### src/rtl/vga_uart_pkg.sv
// Shared types and constants for the vga_uart byte-stream to framebuffer path.
package vga_uart_pkg;

  typedef enum logic [1:0] {
    WAIT_SYNC = 2'd0,
    EXP_HI    = 2'd1,
    EXP_LO    = 2'd2
  } state_t;

  localparam int H_RES        = 320;
  localparam int V_RES        = 240;
  localparam int FRAME_PIXELS = H_RES * V_RES;

  localparam int         SYNC_BIT = 7;
  localparam logic [1:0] TAG_HI   = 2'b00;
  localparam logic [1:0] TAG_LO   = 2'b01;

  typedef struct packed {
    logic [3:0] r;
    logic [3:0] g;
    logic [3:0] b;
  } pixel_t;

  function automatic logic [7:0] sat_inc8(input logic [7:0] v);
    return (v == 8'hFF) ? v : v + 8'd1;
  endfunction

  // HI half carries {r, g[3:2]}, LO half carries {g[1:0], b}.
  function automatic pixel_t make_pixel(input logic [5:0] hi, input logic [5:0] lo);
    make_pixel = {hi, lo};
  endfunction

endpackage

### src/rtl/uart_pixel_writer_if.sv
// Byte-in / framebuffer-write-out bundle of the UART pixel writer.
interface uart_pixel_writer_if #(
  parameter int ADDR_W = 17
);
  logic [7:0]        rx_data;
  logic              rx_valid;
  logic              wr_en;
  logic [ADDR_W-1:0] wr_addr;
  logic [11:0]       wr_data;
  logic [ADDR_W-1:0] addr_count;
  logic              frame_done;
  logic [7:0]        err_count;
  logic              busy;

  modport master (
    output rx_data, rx_valid,
    input  wr_en, wr_addr, wr_data, addr_count, frame_done, err_count, busy
  );

  modport slave (
    input  rx_data, rx_valid,
    output wr_en, wr_addr, wr_data, addr_count, frame_done, err_count, busy
  );
endinterface

### src/rtl/byte_timeout_timer.sv
// Idle-clock counter; expired is high for the one cycle in which the count
// sits at TIMEOUT_CLKS-1 while enabled.
module byte_timeout_timer #(
  parameter int TIMEOUT_CLKS = 2000
) (
  input  logic clk,
  input  logic rst,
  input  logic clear,
  input  logic enable,
  output logic expired
);
  localparam int             CW   = (TIMEOUT_CLKS > 2) ? $clog2(TIMEOUT_CLKS) : 1;
  localparam logic [CW-1:0]  LAST = CW'(TIMEOUT_CLKS - 1);
  localparam logic [CW-1:0]  PRE  = CW'(TIMEOUT_CLKS - 2);

  logic [CW-1:0] cnt_r;
  logic          expired_r;

  // Count while enabled; expired is registered one step ahead of the count.
  always_ff @(posedge clk or negedge rst) begin
    if (!rst) begin
      cnt_r     <= '0;
      expired_r <= 1'b0;
    end else begin
      expired_r <= enable && !clear && (cnt_r == PRE);
      if (clear || !enable) begin
        cnt_r <= '0;
      end else if (cnt_r != LAST) begin
        cnt_r <= cnt_r + CW'(1);
      end else begin
        cnt_r <= cnt_r;
      end
    end
  end

  assign expired = expired_r;
endmodule

### src/rtl/uart_pixel_writer.sv
// Decodes sync/HI/LO UART bytes into RGB444 pixels and writes them at
// sequential framebuffer addresses, counting protocol errors.
module uart_pixel_writer
  import vga_uart_pkg::*;
#(
  parameter int H_RES        = vga_uart_pkg::H_RES,
  parameter int V_RES        = vga_uart_pkg::V_RES,
  parameter int ADDR_W       = 17,
  parameter int TIMEOUT_CLKS = 2000
) (
  input  logic                 clk,
  input  logic                 rst,
  uart_pixel_writer_if.slave   bus
);
  localparam logic [ADDR_W-1:0] LAST_ADDR = ADDR_W'(H_RES * V_RES - 1);

  state_t            state_r, state_nx;
  logic [5:0]        hi_r, hi_nx;
  logic [ADDR_W-1:0] addr_count_r, addr_count_nx;
  logic [7:0]        err_count_r, err_count_nx;
  logic              wr_en_r, frame_done_r;
  logic [ADDR_W-1:0] wr_addr_r;
  pixel_t            wr_data_r;

  logic is_sync_s, is_hi_s, frame_last_s;
  logic pix_done_s, tmr_clear_s, tmr_enable_s, tmr_expired_s;

  assign is_sync_s    = bus.rx_data[SYNC_BIT];
  assign is_hi_s      = (bus.rx_data[7:6] == TAG_HI);
  assign frame_last_s = (addr_count_r == LAST_ADDR);
  assign tmr_enable_s = (state_r == EXP_LO);

  byte_timeout_timer #(.TIMEOUT_CLKS(TIMEOUT_CLKS)) u_timer (
    .clk     (clk),
    .rst     (rst),
    .clear   (tmr_clear_s),
    .enable  (tmr_enable_s),
    .expired (tmr_expired_s)
  );

  // Next-state, partial-pixel, address and error-count decisions.
  always_comb begin
    state_nx      = state_r;
    hi_nx         = hi_r;
    addr_count_nx = addr_count_r;
    err_count_nx  = err_count_r;
    pix_done_s    = 1'b0;
    tmr_clear_s   = 1'b0;
    case (state_r)
      WAIT_SYNC: begin
        if (bus.rx_valid && is_sync_s) begin
          addr_count_nx = '0;
          state_nx      = EXP_HI;
        end else begin
          state_nx = WAIT_SYNC;
        end
      end
      EXP_HI: begin
        if (!bus.rx_valid) begin
          state_nx = EXP_HI;
        end else if (is_sync_s) begin
          addr_count_nx = '0;
        end else if (is_hi_s) begin
          hi_nx       = bus.rx_data[5:0];
          tmr_clear_s = 1'b1;
          state_nx    = EXP_LO;
        end else begin
          err_count_nx = sat_inc8(err_count_r);
        end
      end
      EXP_LO: begin
        // A byte arriving in the expiry cycle wins over the timeout.
        if (bus.rx_valid && is_sync_s) begin
          hi_nx         = 6'd0;
          err_count_nx  = sat_inc8(err_count_r);
          addr_count_nx = '0;
          state_nx      = EXP_HI;
        end else if (bus.rx_valid && is_hi_s) begin
          hi_nx        = bus.rx_data[5:0];
          err_count_nx = sat_inc8(err_count_r);
          tmr_clear_s  = 1'b1;
        end else if (bus.rx_valid) begin
          pix_done_s    = 1'b1;
          addr_count_nx = frame_last_s ? '0 : addr_count_r + ADDR_W'(1);
          state_nx      = frame_last_s ? WAIT_SYNC : EXP_HI;
        end else if (tmr_expired_s) begin
          hi_nx        = 6'd0;
          err_count_nx = sat_inc8(err_count_r);
          state_nx     = EXP_HI;
        end else begin
          state_nx = EXP_LO;
        end
      end
      default: begin
        state_nx = WAIT_SYNC;
      end
    endcase
  end

  // State, partial pixel and counters.
  always_ff @(posedge clk or negedge rst) begin
    if (!rst) begin
      state_r      <= WAIT_SYNC;
      hi_r         <= 6'd0;
      addr_count_r <= '0;
      err_count_r  <= 8'd0;
    end else begin
      state_r      <= state_nx;
      hi_r         <= hi_nx;
      addr_count_r <= addr_count_nx;
      err_count_r  <= err_count_nx;
    end
  end

  // Registered write port; address and data hold between writes.
  always_ff @(posedge clk or negedge rst) begin
    if (!rst) begin
      wr_en_r      <= 1'b0;
      frame_done_r <= 1'b0;
      wr_addr_r    <= '0;
      wr_data_r    <= '0;
    end else begin
      wr_en_r      <= pix_done_s;
      frame_done_r <= pix_done_s && frame_last_s;
      if (pix_done_s) begin
        wr_addr_r <= addr_count_r;
        wr_data_r <= make_pixel(hi_r, bus.rx_data[5:0]);
      end else begin
        wr_addr_r <= wr_addr_r;
        wr_data_r <= wr_data_r;
      end
    end
  end

  assign bus.wr_en      = wr_en_r;
  assign bus.wr_addr    = wr_addr_r;
  assign bus.wr_data    = wr_data_r;
  assign bus.addr_count = addr_count_r;
  assign bus.frame_done = frame_done_r;
  assign bus.err_count  = err_count_r;
  assign bus.busy       = (state_r != WAIT_SYNC);
endmodule

### src/flat_wrapper.sv
// flat-port wrapper written by rule: the top's interface ports become plain ports
module uart_pixel_writer_flat import vga_uart_pkg::*;
#(
  parameter int H_RES        = vga_uart_pkg::H_RES,
  parameter int V_RES        = vga_uart_pkg::V_RES,
  parameter int ADDR_W       = 17,
  parameter int TIMEOUT_CLKS = 2000
)
  (clk, rst, bus_rx_data, bus_rx_valid, bus_wr_en, bus_wr_addr, bus_wr_data, bus_addr_count, bus_frame_done, bus_err_count, bus_busy);
  uart_pixel_writer_if #(.ADDR_W(ADDR_W)) bus_i ();
  input  logic clk;
  input  logic rst;
  input wire logic [$bits(bus_i.rx_data)-1:0] bus_rx_data;
  input wire logic [$bits(bus_i.rx_valid)-1:0] bus_rx_valid;
  output wire logic [$bits(bus_i.wr_en)-1:0] bus_wr_en;
  output wire logic [$bits(bus_i.wr_addr)-1:0] bus_wr_addr;
  output wire logic [$bits(bus_i.wr_data)-1:0] bus_wr_data;
  output wire logic [$bits(bus_i.addr_count)-1:0] bus_addr_count;
  output wire logic [$bits(bus_i.frame_done)-1:0] bus_frame_done;
  output wire logic [$bits(bus_i.err_count)-1:0] bus_err_count;
  output wire logic [$bits(bus_i.busy)-1:0] bus_busy;
  assign bus_i.rx_data = bus_rx_data;
  assign bus_i.rx_valid = bus_rx_valid;
  assign bus_wr_en = bus_i.wr_en;
  assign bus_wr_addr = bus_i.wr_addr;
  assign bus_wr_data = bus_i.wr_data;
  assign bus_addr_count = bus_i.addr_count;
  assign bus_frame_done = bus_i.frame_done;
  assign bus_err_count = bus_i.err_count;
  assign bus_busy = bus_i.busy;
  uart_pixel_writer #(.H_RES(H_RES), .V_RES(V_RES), .ADDR_W(ADDR_W), .TIMEOUT_CLKS(TIMEOUT_CLKS)) u_core (.clk(clk), .rst(rst), .bus(bus_i));
endmodule
### config.mk
export PLATFORM = sky130hd
export DESIGN_NAME = uart_pixel_writer_flat
export DESIGN_NICKNAME = d
export VERILOG_FILES = /design/src/rtl/vga_uart_pkg.sv /design/src/rtl/uart_pixel_writer_if.sv /design/src/rtl/byte_timeout_timer.sv /design/src/rtl/uart_pixel_writer.sv /design/src/flat_wrapper.sv
export SDC_FILE = /design/constraint.sdc
export NUM_CORES = 1
export LEC_CHECK = 0
export BUFFER_PORTS_ARGS = -buffer_cell sky130_fd_sc_hd__buf_2
export CORE_ASPECT_RATIO = 1.2
export CORE_MARGIN = 5
export CORE_UTILIZATION = 55
export CTS_CLUSTER_SIZE = 40
export DETAILED_ROUTE_END_ITERATION = 12
export PLACE_DENSITY_LB_ADDON = 0.2
export SYNTH_ARGS = -nofsm -noshare
export SYNTH_HDL_FRONTEND = slang
export SYNTH_SLANG_ARGS = --single-unit
export TNS_END_PERCENT = 50
### constraint.sdc
create_clock -name clk -period 2.95 [get_ports clk]
set_input_delay 0.295 -clock clk [delete_from_list [all_inputs] [get_ports clk]]
set_output_delay 0.295 -clock clk [all_outputs]
set_load 0.02 [all_outputs]
==> impl_results.md, run 1 <==
* Status: complete, no violations
* Mapped Nets at 418
* Htree depth at 3
* R2R depth at 5
* Routed Antenna Nets at 0
* Post-route DRC at 0
* Sequential element share of the synthesized area at 0.5205
* Critical Path RT at 3180 ps
* Worst reg-to-reg setup slack at 480 ps
* Vias in the first global route at 2,963
* Worst hold path type: primary input to async pin
* Vias/cell at 5.455
* Power per cell area at 682.5 nW/um2
* Gp weighted congestion at 0.8678
* Reg area at roughly 1900 um2
* Final setup fails at 0
* Initial DRC Count at ~140
* Global-route wire length before repair at around 14,000 um
* Area Growth Syn to Fin at 17.09%
* Slew HR at 0.3845
* Inserted Clock Buffers at 9
* Mapped Area at around 3700 um2
* Sum Neg Setup Slack at 0 ps
* Layout net count at between 400 and 500
* Worst Path Arrival at 2700 ps
* Ys async rst share at 1.000
* WL/cell at 14.10 um
* # clock sinks at 76
* Inserted Diodes at 0
* Worst R2R End: u_core.bus.addr_count[16]$_DFFE_PN0P_
* Global route overflow at 0
* Crit path kind: flop to flop
* Post-synth EDFFs at 0
* Pins Over Slew Limit at 0
* Critical path startpoint category: flop
* Buffers on Ports at 67
* Finished Layout Cells at 554
* Worst-Skew Late Latency at 340 ps
* Initial core utilization at 0.5668
* CP Cell Sequence: or4b_1 -> or4_4 -> or3b_1 -> nor3b_1 -> a211o_1
* IO Count at 68
* Met3 usage at 0.07208
* Via count at just over 3,000
* Number of setup buffers added after CTS at 0
* Yosys cell types at 48
* Filler cells at 526
* Largest net degree at the start of global routing at 77
* Final hold viol count at 0
* Pre-antenna DRT Iters at 4
* CTS tree: yes
* Gr usage total at 0.2008
* Maxcap violations at 0
* Share of layout cells above drive strength 1 at 0.1940
* Top Usage Layer GRT: met2
* Area of the multi-input gates at 1609 um2
* Clk slew on worst S/H paths at 80 ps
* Reg-to-Reg Start: u_core.bus.addr_count[10]$_DFFE_PN0P_
* M2 GR Usage at 0.3372
* Initial antenna violation count at 0
* Fmax achieved at 405.2 MHz
* Min Clock Period, post-route at 2468 ps
* CTS Hold Buffers Added at 0
* Post-CTS Resized at 0
* # rows at 32
* Post-DP HPWL at about 5500 um
* Area of the die at between 8000 and 9000 um2
* RSZ-0062 raised after global routing: false
* Clk root buf: clkbuf_8
* Syn Inst Count at 399
* Cell total after placement at 538
* Worst-Margin Slew at slightly above 900 ps
* Post-Route WL at 7809 um
* Period utilization at 0.8365
* Skew final at 9.079 ps
* Maximum VDD drop at approximately 0.46 mV
* Synth Flop Type: dfrtp_1
* CP max FO at 12
* Critical Path Max Stage Delay at 550 ps
* Met1 Track Usage GR at 0.2439
* Slowest cell on crit path: or4b_1
* Ys Warns at 0
* Lkg Pwr at between 2 and 2.5 nW
* Die X at ~84 um
* Core area at 6446 um2
* Die height at 99.28 um
* Critical path endpoint category: flop
* Min Hold Slack at 86.06 ps
* Clock tree buffer depth at 2
* Syn_area_per_cell at 9.157 um2
* Flops & latches, synth at 76
-- critical path: cells and delay by family, from the launching register on --
kind	cells	cell delay (ps)
flip-flops	1	470
AND/OR/NAND/NOR	4	1620
AO/OA/AOI/OAI	1	270
-- registers in the layout, summed over array words and instances (netlist names) --
signal                  flops
u_core.bus.addr_count      17
u_core.bus.err_count        8
u_core.bus.frame_done       1
u_core.bus.wr_addr         17
u_core.bus.wr_data         12
u_core.bus.wr_en            1
u_core.hi_r                 6
u_core.state_r              2
u_core.u_timer.cnt_r       11
u_core.u_timer.expired      1
-- report_power, final --
| group | switching, mW | internal (mW) | total (mW) |
|---|---|---|---|
| clock network | 0.361 | 0.482 | 0.842 |
| logic | 0.520 | 0.270 | 0.790 |
| registers | 0.0955 | 1.19 | 1.29 |
-- cell usage in the layout, fill, tap and decap left out, types with 2 or more instances in the layout --
| cell type | instances |
|---|---|
| buf_4 | 6 |
| mux2i_1 | 7 |
| nor3_1 | 12 |
| nand3_1 | 20 |
| a2111oi_0 | 2 |
| a32o_1 | 2 |
| a211o_1 | 2 |
| nand2_1 | 105 |
| or3_1 | 2 |
| o21ai_0 | 23 |
| and3_1 | 5 |
| nor4_1 | 2 |
| a21oi_1 | 5 |
| o311ai_0 | 3 |
| xnor2_1 | 6 |
| a31oi_1 | 3 |
| nand2b_1 | 3 |
| clkbuf_8 | 13 |
| nor4b_1 | 2 |
| dfrtp_1 | 76 |
| or4_1 | 2 |
| o211ai_1 | 2 |
| inv_1 | 17 |
| buf_2 | 66 |
| xor2_1 | 9 |
| nor3b_1 | 3 |
| a22o_1 | 2 |
| o31ai_1 | 3 |
| and4_1 | 2 |
| a21o_1 | 2 |
| nor2_1 | 27 |
| o21bai_1 | 2 |
| ha_1 | 8 |
| nand4_1 | 8 |
-- cell type report --
class                      instances  share of cell area
clock buffer                      13             0.04183
clock inverter                     3            0.009944
inverter                          17             0.01492
multi-input combinational        288              0.3761
sequential                        76              0.4446
tap                               85             0.02486
timing repair buffer              72             0.08775
-- worst max path at each step --
stage,startpoint,endpoint
floorplan,u_core.bus.addr_count[10]$_DFFE_PN0P_,u_core.bus.addr_count[4]$_DFFE_PN0P_
global placement,u_core.bus.addr_count[10]$_DFFE_PN0P_,u_core.bus.addr_count[16]$_DFFE_PN0P_
detailed placement,u_core.state_r[1]$_DFFE_PN0P_,u_core.bus.addr_count[13]$_DFFE_PN0P_
CTS,u_core.state_r[1]$_DFFE_PN0P_,u_core.bus.addr_count[13]$_DFFE_PN0P_
global route,u_core.state_r[1]$_DFFE_PN0P_,u_core.bus.addr_count[13]$_DFFE_PN0P_
finish,u_core.bus.addr_count[10]$_DFFE_PN0P_,u_core.bus.addr_count[16]$_DFFE_PN0P_
-- through the flow --
stage	util	cell area [um2]	total power, mW	setup slack, ps
6_report	0.6636	4278	2.919	482.3
3_3_place_gp	0.6293	4056	2.072	560.7
5_1_grt	0.6636	4278	3.126	302.4
4_1_cts	0.6636	4278	2.954	480.6
3_5_place_dp	0.6293	4056	2.106	489.7
2_1_floorplan	-	3654	1.836	641.1
-- per-layer routing --
metal / part of all wire / wire length (um) / vias to the layer above
met1: 0.43 / 3358 / 1451
met5: 0 / 0 / -
li1: - / - / 1494
met4: 0.015 / 115 / 0
met3: 0.057 / 443 / 9
met2: 0.50 / 3891 / 68
-- cells in the mapped netlist, drive strengths merged (2+ instances only) --
cell,number,share of area
nand2,105,0.11
dfrtp,76,0.52
nor2,27,0.028
o21ai,23,0.032
nand3,20,0.027
inv,17,0.017
clkbuf,16,0.016
nor3,12,0.016
xor2,9,0.022
ha,8,0.027
nand4,8,0.014
mux2i,7,0.019
xnor2,6,0.014
a21oi,5,0.0068
and3,5,0.0086
a31oi,3,0.0051
nand2b,3,0.0051
nor3b,3,0.0062
o311ai,3,0.0072
o31ai,3,0.0062
or4,3,0.0072
a2111oi,2,0.0048
a211o,2,0.0048
a21o,2,0.0041
a22o,2,0.0048
a32o,2,0.0055
and4,2,0.0048
buf,2,0.0051
nor2b,2,0.0055
nor4,2,0.0034
nor4b,2,0.0048
o211ai,2,0.0041
o21bai,2,0.0041
or3,2,0.0034
-- kinds of logic (layout without fill, tap and decap cells) --
family | Yosys count | in the layout | synth area share
fa+ha+maj | 8 | 8 | 0.02740
compound gates | 55 | 55 | 0.09829
xor+xnor | 15 | 15 | 0.03596
simple gates | 202 | 202 | 0.2565
flops | 76 | 76 | 0.5205
buf+inv | 35 | 105 | 0.03904
mux | 8 | 8 | 0.02226
(Power assumes the default switching activity.)
==> inputs of run 2 (changes only) <==
- CORE_UTILIZATION: 55 -> 50
- clock period: 2.95 -> 2 ns (I/O delays scaled with it)
==> run 2 against run 1 <==
  * The flow now finishes with violations (negative setup slack)
  * Critical path depth up 1
  * Count of clock-buffer cells in the layout down 2
  * Clock power rose by 77%
  * Global-route usage up 1.1 points
  * Routed wire length rose by 19%
  * Setup slack lost 620 ps
  * Register-to-register slack worse by 620 ps
  * Critical endpoint is now u_core.bus.addr_count[9]$_DFFE_PN0P_
  * Cell count grew 8.5%
==> impl_results.md, run 2 (same netlist as run 1, synthesis figures left out) <==
* Post-route DRC at 0
* Initial DRC Count at ~130
* Worst-Skew Late Latency at 360 ps
* Largest net degree at the start of global routing at 44
* CP max FO at 6
* Post-placement setup slack at -327.0 ps
* Final hold viol count at 0
* Status: complete, but fails checks
* CP Cell Sequence: or4b_1 -> or4_4 -> or3b_4 -> buf_4 -> nor3_1 -> a21o_1
* Inserted Clock Buffers at 9
* Worst-Margin Slew at between 700 and 800 ps
* Reg area at 1908 um2
* Vias in the first global route at between 3,000 and 4,000
* Area of the die at 9124 um2
* Maximum VDD drop at ~0.8 mV
* Sw Pwr at 1.646 mW
* Htree depth at 3
* Pins Over Slew Limit at 0
* Worst Path Arrival at ~2400 ps
* Failing checks: negative setup slack
* Global route overflow at 0
* Maxcap violations at 0
* Die height at 103.6 um
* Vias/cell at 5.476
* Worst hold path type: primary input to flop
* Pre-antenna DRT Iters at 4
* Via count at 3,291
* # rows at 34
* Critical Path RT at 2250 ps
* Crit path kind: flop to flop
* Core area at 7189 um2
* Lkg Pwr at 2.474 nW
* Min Clock Period, post-route at between 2000 and 2500 ps
* Clock tree buffer depth at 2
* Die X at about 88 um
* Commonest non-fill, non-tap cells in the layout: nand2_1, dfrtp_1, buf_2
* Internal power at 3.263 mW
* Power per cell area at 1016 nW/um2
* Filler cells at 580
* Final WS setup at -139.1 ps
* Share of layout cells above drive strength 1 at 0.3170
* Skew final at 11.25 ps
* Cell total after placement at 582
* Routed Antenna Nets at 0
* Slew HR at 0.5024
* Min Hold Slack at 45.83 ps
* Inserted Diodes at 0
* RSZ-0062 raised after global routing: true
* Sw frac at 0.3353
* Commonest non-fill, non-tap cell in the layout: nand2_1
* WL/cell at 15.43 um
* Final setup fails at 15
* Fmax achieved at between 400 and 500 MHz
* Clk slew on worst S/H paths at approximately 90 ps
* Finished Layout Cells at 601
* Comb pwr share at 0.308
* Slowest cell on crit path: or4b_1
* Post-DP HPWL at about 6400 um
* Critical Path Max Stage Delay at slightly above 500 ps
* Gr usage total at 0.2116
* Critical path startpoint category: flop
* Clk root buf: clkbuf_8
* Layout net count at 525
* Fin util at 0.6723
* Area Growth Syn to Fin at 32.29%
* Period utilization at 1.070
* Global-route wire length before repair at between 15,000 and 20,000 um
* Buffers on Ports at 67
* Initial antenna violation count at 0
* # clock sinks at 76
* IO Count at 68
* Initial core utilization at 0.5082
* Area of the multi-input gates at between 1500 and 2000 um2
* Clk pwr share at 0.303
* Gp weighted congestion at roughly 0.93
* CTS tree: yes
* Post-Route WL at 9276 um
* Sum Neg Setup Slack at -778.9 ps
* Critical path endpoint category: flop
* Reg power frac at 0.389
-- run 2: changes by cell type in the layout (fill, tap and decap cells not counted), sizes merged --
cell,previous run,this run
clkinv,1,0
clkbuf,13,11
bufinv,1,3
or3b,1,2
inv,17,18
buf,72,112
dlygate4sd3,0,1
-- run 2: power by group through the flow --
stage | combinational (mW) | sequential (mW) | clock [mW]
finish | 1.51 | 1.91 | 1.49
CTS | 1.46 | 1.91 | 1.50
global route | 1.66 | 1.94 | 1.57
floorplan | 0.693 | 2.10 | 0
global placement | 1.36 | 1.93 | 0
detailed placement | 1.39 | 1.93 | 0
-- run 2: final cells by class --
class	instances	share of cell area
inverters	17	0.01320
clock inverters	5	0.02200
flip-flops and latches	76	0.3948
multi-input cells	289	0.3678
clock buffers	11	0.03132
well taps	90	0.02330
repair buffers	113	0.1476
-- run 2: critical path, delay by kind of cell, from the launching register on --
family,cells,cell delay [ps]
and+or+nand+nor,4,1350
DFF,1,400
buffers and inverters,1,140
AOI/OAI and AO/OA,1,140
-- run 2: metrics by stage --
step | power (mW) | area [um2]
after floorplan | 2.797 | 3727
after global placement | 3.284 | 4427
after detailed placement | 3.326 | 4427
after CTS | 4.867 | 4747
after global routing | 5.165 | 4833
final | 4.909 | 4833
-- run 2: final timing paths --
kind	startpoint	end	slack (ps)	cells past startpoint
max in group asynchronous	rst	u_core.state_r[0]$_DFFE_PN0P_	1060	3
min in group asynchronous	rst	u_core.bus.wr_addr[3]$_DFFE_PN0P_	340	2
min reg2reg	u_core.bus.wr_addr[9]$_DFFE_PN0P_	u_core.bus.wr_addr[9]$_DFFE_PN0P_	470	2
max reg2reg	u_core.bus.addr_count[15]$_DFFE_PN0P_	u_core.bus.addr_count[9]$_DFFE_PN0P_	-140	6
min	bus_rx_data[2]	u_core.bus.wr_data[2]$_DFFE_PN0P_	50	3
max	u_core.bus.addr_count[15]$_DFFE_PN0P_	u_core.bus.addr_count[9]$_DFFE_PN0P_	-140	6
-- run 2: repair_timing --
action                                 CTS  global route
pin swaps                                7             7
gates cloned                             1             0
setup buffers                            0             1
hold buffers                             1             0
resized for setup                       14            20
setup endpoints to repair               17            28
endpoints found under the hold margin   33             0
-- run 2: layer usage --
| layer | vias up | GRT usage | part of all wire |
|---|---|---|---|
| met4 | 0 | 0.08207 | 0.022 |
| met2 | 108 | 0.3642 | 0.53 |
| met3 | 14 | 0.04845 | 0.057 |
| met1 | 1595 | 0.2514 | 0.39 |
| met5 | - | 0 | 0 |
| li1 | 1574 | - | - |
==> inputs of run 3 (changes only) <==
- SYNTH_HIERARCHICAL: default -> 1
==> run 3 against run 2 <==
  * Cell count is 3.3% lower
  * Synthesized cell count decreased by 0.50%
  * Highest routed layer unchanged
  * Sequential power increased by 5%
  * The run now ends clean
  * Clock power decreased by 17%
  * Combinational power barely moved
  * Power down 3.8%
  * Clock skew decreased by 2.7 ps
  * Count of clock-buffer cells in the layout rose by 1
  * Largest power group unchanged
==> impl_results.md, run 3 <==
* Status: complete, no violations
* Area of the die at 9096 um2
* Gr usage total at 0.1951
* Post-DP HPWL at 5911 um
* Period utilization at 0.9332
* Synth Area in Compound Gates at 0.1309
* Buf+Inv Stages, Crit Path at 1
* RSZ-0062 raised after global routing: false
* Worst Path Arrival at 2120 ps
* Combinational family with the most area after synthesis: simple AND/OR/NAND/NOR gates
* Slowest cell on crit path: dfrtp_1
* Lkg Pwr at 2.267 nW
* Via count at 3,110
* Global-route wire length before repair at 13,970 um
* Crit path kind: flop to flop
* Gp weighted congestion at 0.8490
* Yosys top cell area share at 0.5223
* Power per cell area at 1061 nW/um2
* Worst-Margin Slew at 771.8 ps
* CP Cell Sequence: nand3_1 -> nor4_4 -> buf_4 -> nand3_2 -> or4_1 -> o21ai_1
* # clock sinks at 76
* Commonest non-fill, non-tap cell in the layout: nand2_1
* CTS tree: yes
* Critical Path RT at 2250 ps
* Commonest non-fill, non-tap cells in the layout: nand2_1, dfrtp_1, buf_2
* Clock tree buffer depth at 2
* Global route overflow at 0
* Ys async rst share at 1.000
* Delay-heaviest family, CP: simple AND/OR/NAND/NOR gates
* WL/cell at 14.17 um
* Inserted Clock Buffers at 9
* Number of setup buffers added after CTS at 0
* Initial core utilization at 0.5064
* Final setup fails at 0
* Fmax achieved at 535.8 MHz
* Share of layout cells above drive strength 1 at 0.2485
* Sequential element share of the synthesized area at 0.5223
* CP max FO at 7
* Mapped Area at between 3000 and 4000 um2
* Post-synth EDFFs at 0
* Synth Area in XOR/XNOR at 0.01684
* Initial antenna violation count at 0
* Htree depth at 3
* Post-Synth Simple-Gate Area at 0.2505
* Ys Warns at 6
* Inserted Diodes at 0
* Multiplexer share of the synthesized area at 0.01443
* IO Count at 68
* Min Clock Period, post-route at 1866 ps
* Pins Over Slew Limit at 0
* Area Growth Syn to Fin at 22.27%
* Slew HR at 0.4800
* Clk root buf: clkbuf_8
* Flops & latches, synth at 76
* Largest net degree at the start of global routing at 65
* Synth area leaders: dfrtp_1, nand2_1, o21ai_0, a21oi_1, ha_1
* Post-route cell area at between 4000 and 5000 um2
* Post-Route WL at approximately 8200 um
* Critical path startpoint category: flop
* Clk slew on worst S/H paths at 80 ps
* Yosys cell types at 46
* Maximum VDD drop at 0.8069 mV
* Layout net count at 505
* Synth Flop Type: dfrtp_1
* # rows at 34
* Final hold viol count at 0
* Most frequent cell after synthesis: nand2_1
* Skew final at 8.540 ps
* Cell total after placement at between 500 and 600
* Routed Antenna Nets at 0
* Vias/cell at 5.353
* Largest area contributor in the netlist: dfrtp_1
* Syn_area_per_cell at 9.171 um2
* Finished Layout Cells at 581
* Critical path endpoint category: flop
* Worst-Skew Late Latency at 330 ps
* Core area at 7189 um2
* Worst hold path type: primary input to flop
* Sum Neg Setup Slack at 0 ps
* Mapped Nets at 416
* Maxcap violations at 0
* Critical Path Max Stage Delay at 450 ps
* Placed cell area at about 4200 um2
* Vias in the first global route at between 2,000 and 3,000
* Power Total at about 4.7 mW
* Die height at 103.5 um
* Syn Inst Count at 397
* Post-route DRC at 0
* Die X at 87.90 um
* Post-Synth Adder-Cell Area at 0.02749
* Post-synth top cells: nand2_1, dfrtp_1, o21ai_0
* Pre-antenna DRT Iters at 4
* Buffers on Ports at 67
* Initial DRC Count at 182
==> run 3: final cells by class <==
cell class              count  area (um2)
clock buffers              12       135.1
clock inverters             4       73.82
fillers                   627        2738
inverters                  18       67.56
multi-input cells         288        1625
flip-flops and latches     76        1902
well taps                  90       112.6
repair buffers             93       535.5
==> run 3: path summary, 6_finish.rpt <==
| path | endpoint | slack (ps) | start | depth (start not counted) |
|---|---|---|---|---|
| worst min register to register | u_core/bus.wr_data[3]$_DFFE_PN0P_ | 470 | u_core/bus.wr_data[3]$_DFFE_PN0P_ | 2 |
| worst max register to register | u_core/bus.addr_count[12]$_DFFE_PN0P_ | 130 | u_core/bus.addr_count[6]$_DFFE_PN0P_ | 6 |
| max in group asynchronous | u_core/bus.wr_data[10]$_DFFE_PN0P_ | 880 | rst | 3 |
| min in group asynchronous | u_core/bus.err_count[6]$_DFFE_PN0P_ | 490 | rst | 2 |
| worst min-delay path | u_core/bus.wr_data[3]$_DFFE_PN0P_ | 70 | bus_rx_data[3] | 3 |
| worst max-delay path | u_core/bus.addr_count[12]$_DFFE_PN0P_ | 130 | u_core/bus.addr_count[6]$_DFFE_PN0P_ | 6 |
==> run 3: through the flow <==
stage          setup slack (ps)  hold WS (ps)    util
6_report                  133.7         68.46  0.6192
5_1_grt                   1.334         55.26  0.6192
3_5_place_dp              43.90         344.1  0.5856
4_1_cts                   20.84         50.73  0.6166
2_1_floorplan             47.00        -95.59       -
3_3_place_gp              131.4         338.9  0.5856
==> run 3: logic make-up after synthesis <==
family,count (synthesis)
compound gates,83
xor+xnor,7
fa+ha+maj,8
buf+inv,33
flops,76
mux,5
simple gates,185
==> run 3: per-layer routing <==
layer | share of wire | wire length (um) | up-vias | track usage
met3 | 0.052 | 427 | 13 | 0.03645
li1 | - | - | 1545 | -
met5 | 0 | 0 | - | 0
met1 | 0.42 | 3486 | 1476 | 0.2428
met2 | 0.51 | 4183 | 76 | 0.3370
met4 | 0.016 | 133 | 0 | 0.07320
==> run 3: timing repair <==
action,4_1_cts,5_1_grt
hold buffers,1,0
pin swaps,0,2
gates resized for setup,1,6
endpoints found under the setup margin,1,20
endpoints found under the hold margin,62,0
==> run 3: where the power goes <==
group	internal, mW	switching (mW)
Sequential	1.81	0.191
Clock	0.705	0.520
Combinational	0.537	0.961
Total	3.05	1.67
==> run 3: worst reg2reg max path, delay by kind of cell, from the launching register on <==
kind | cells | cell delay [ps]
AND/OR/NAND/NOR | 4 | 1050
flip-flops | 1 | 450
buffers and inverters | 1 | 190
AO/OA/AOI/OAI | 1 | 100
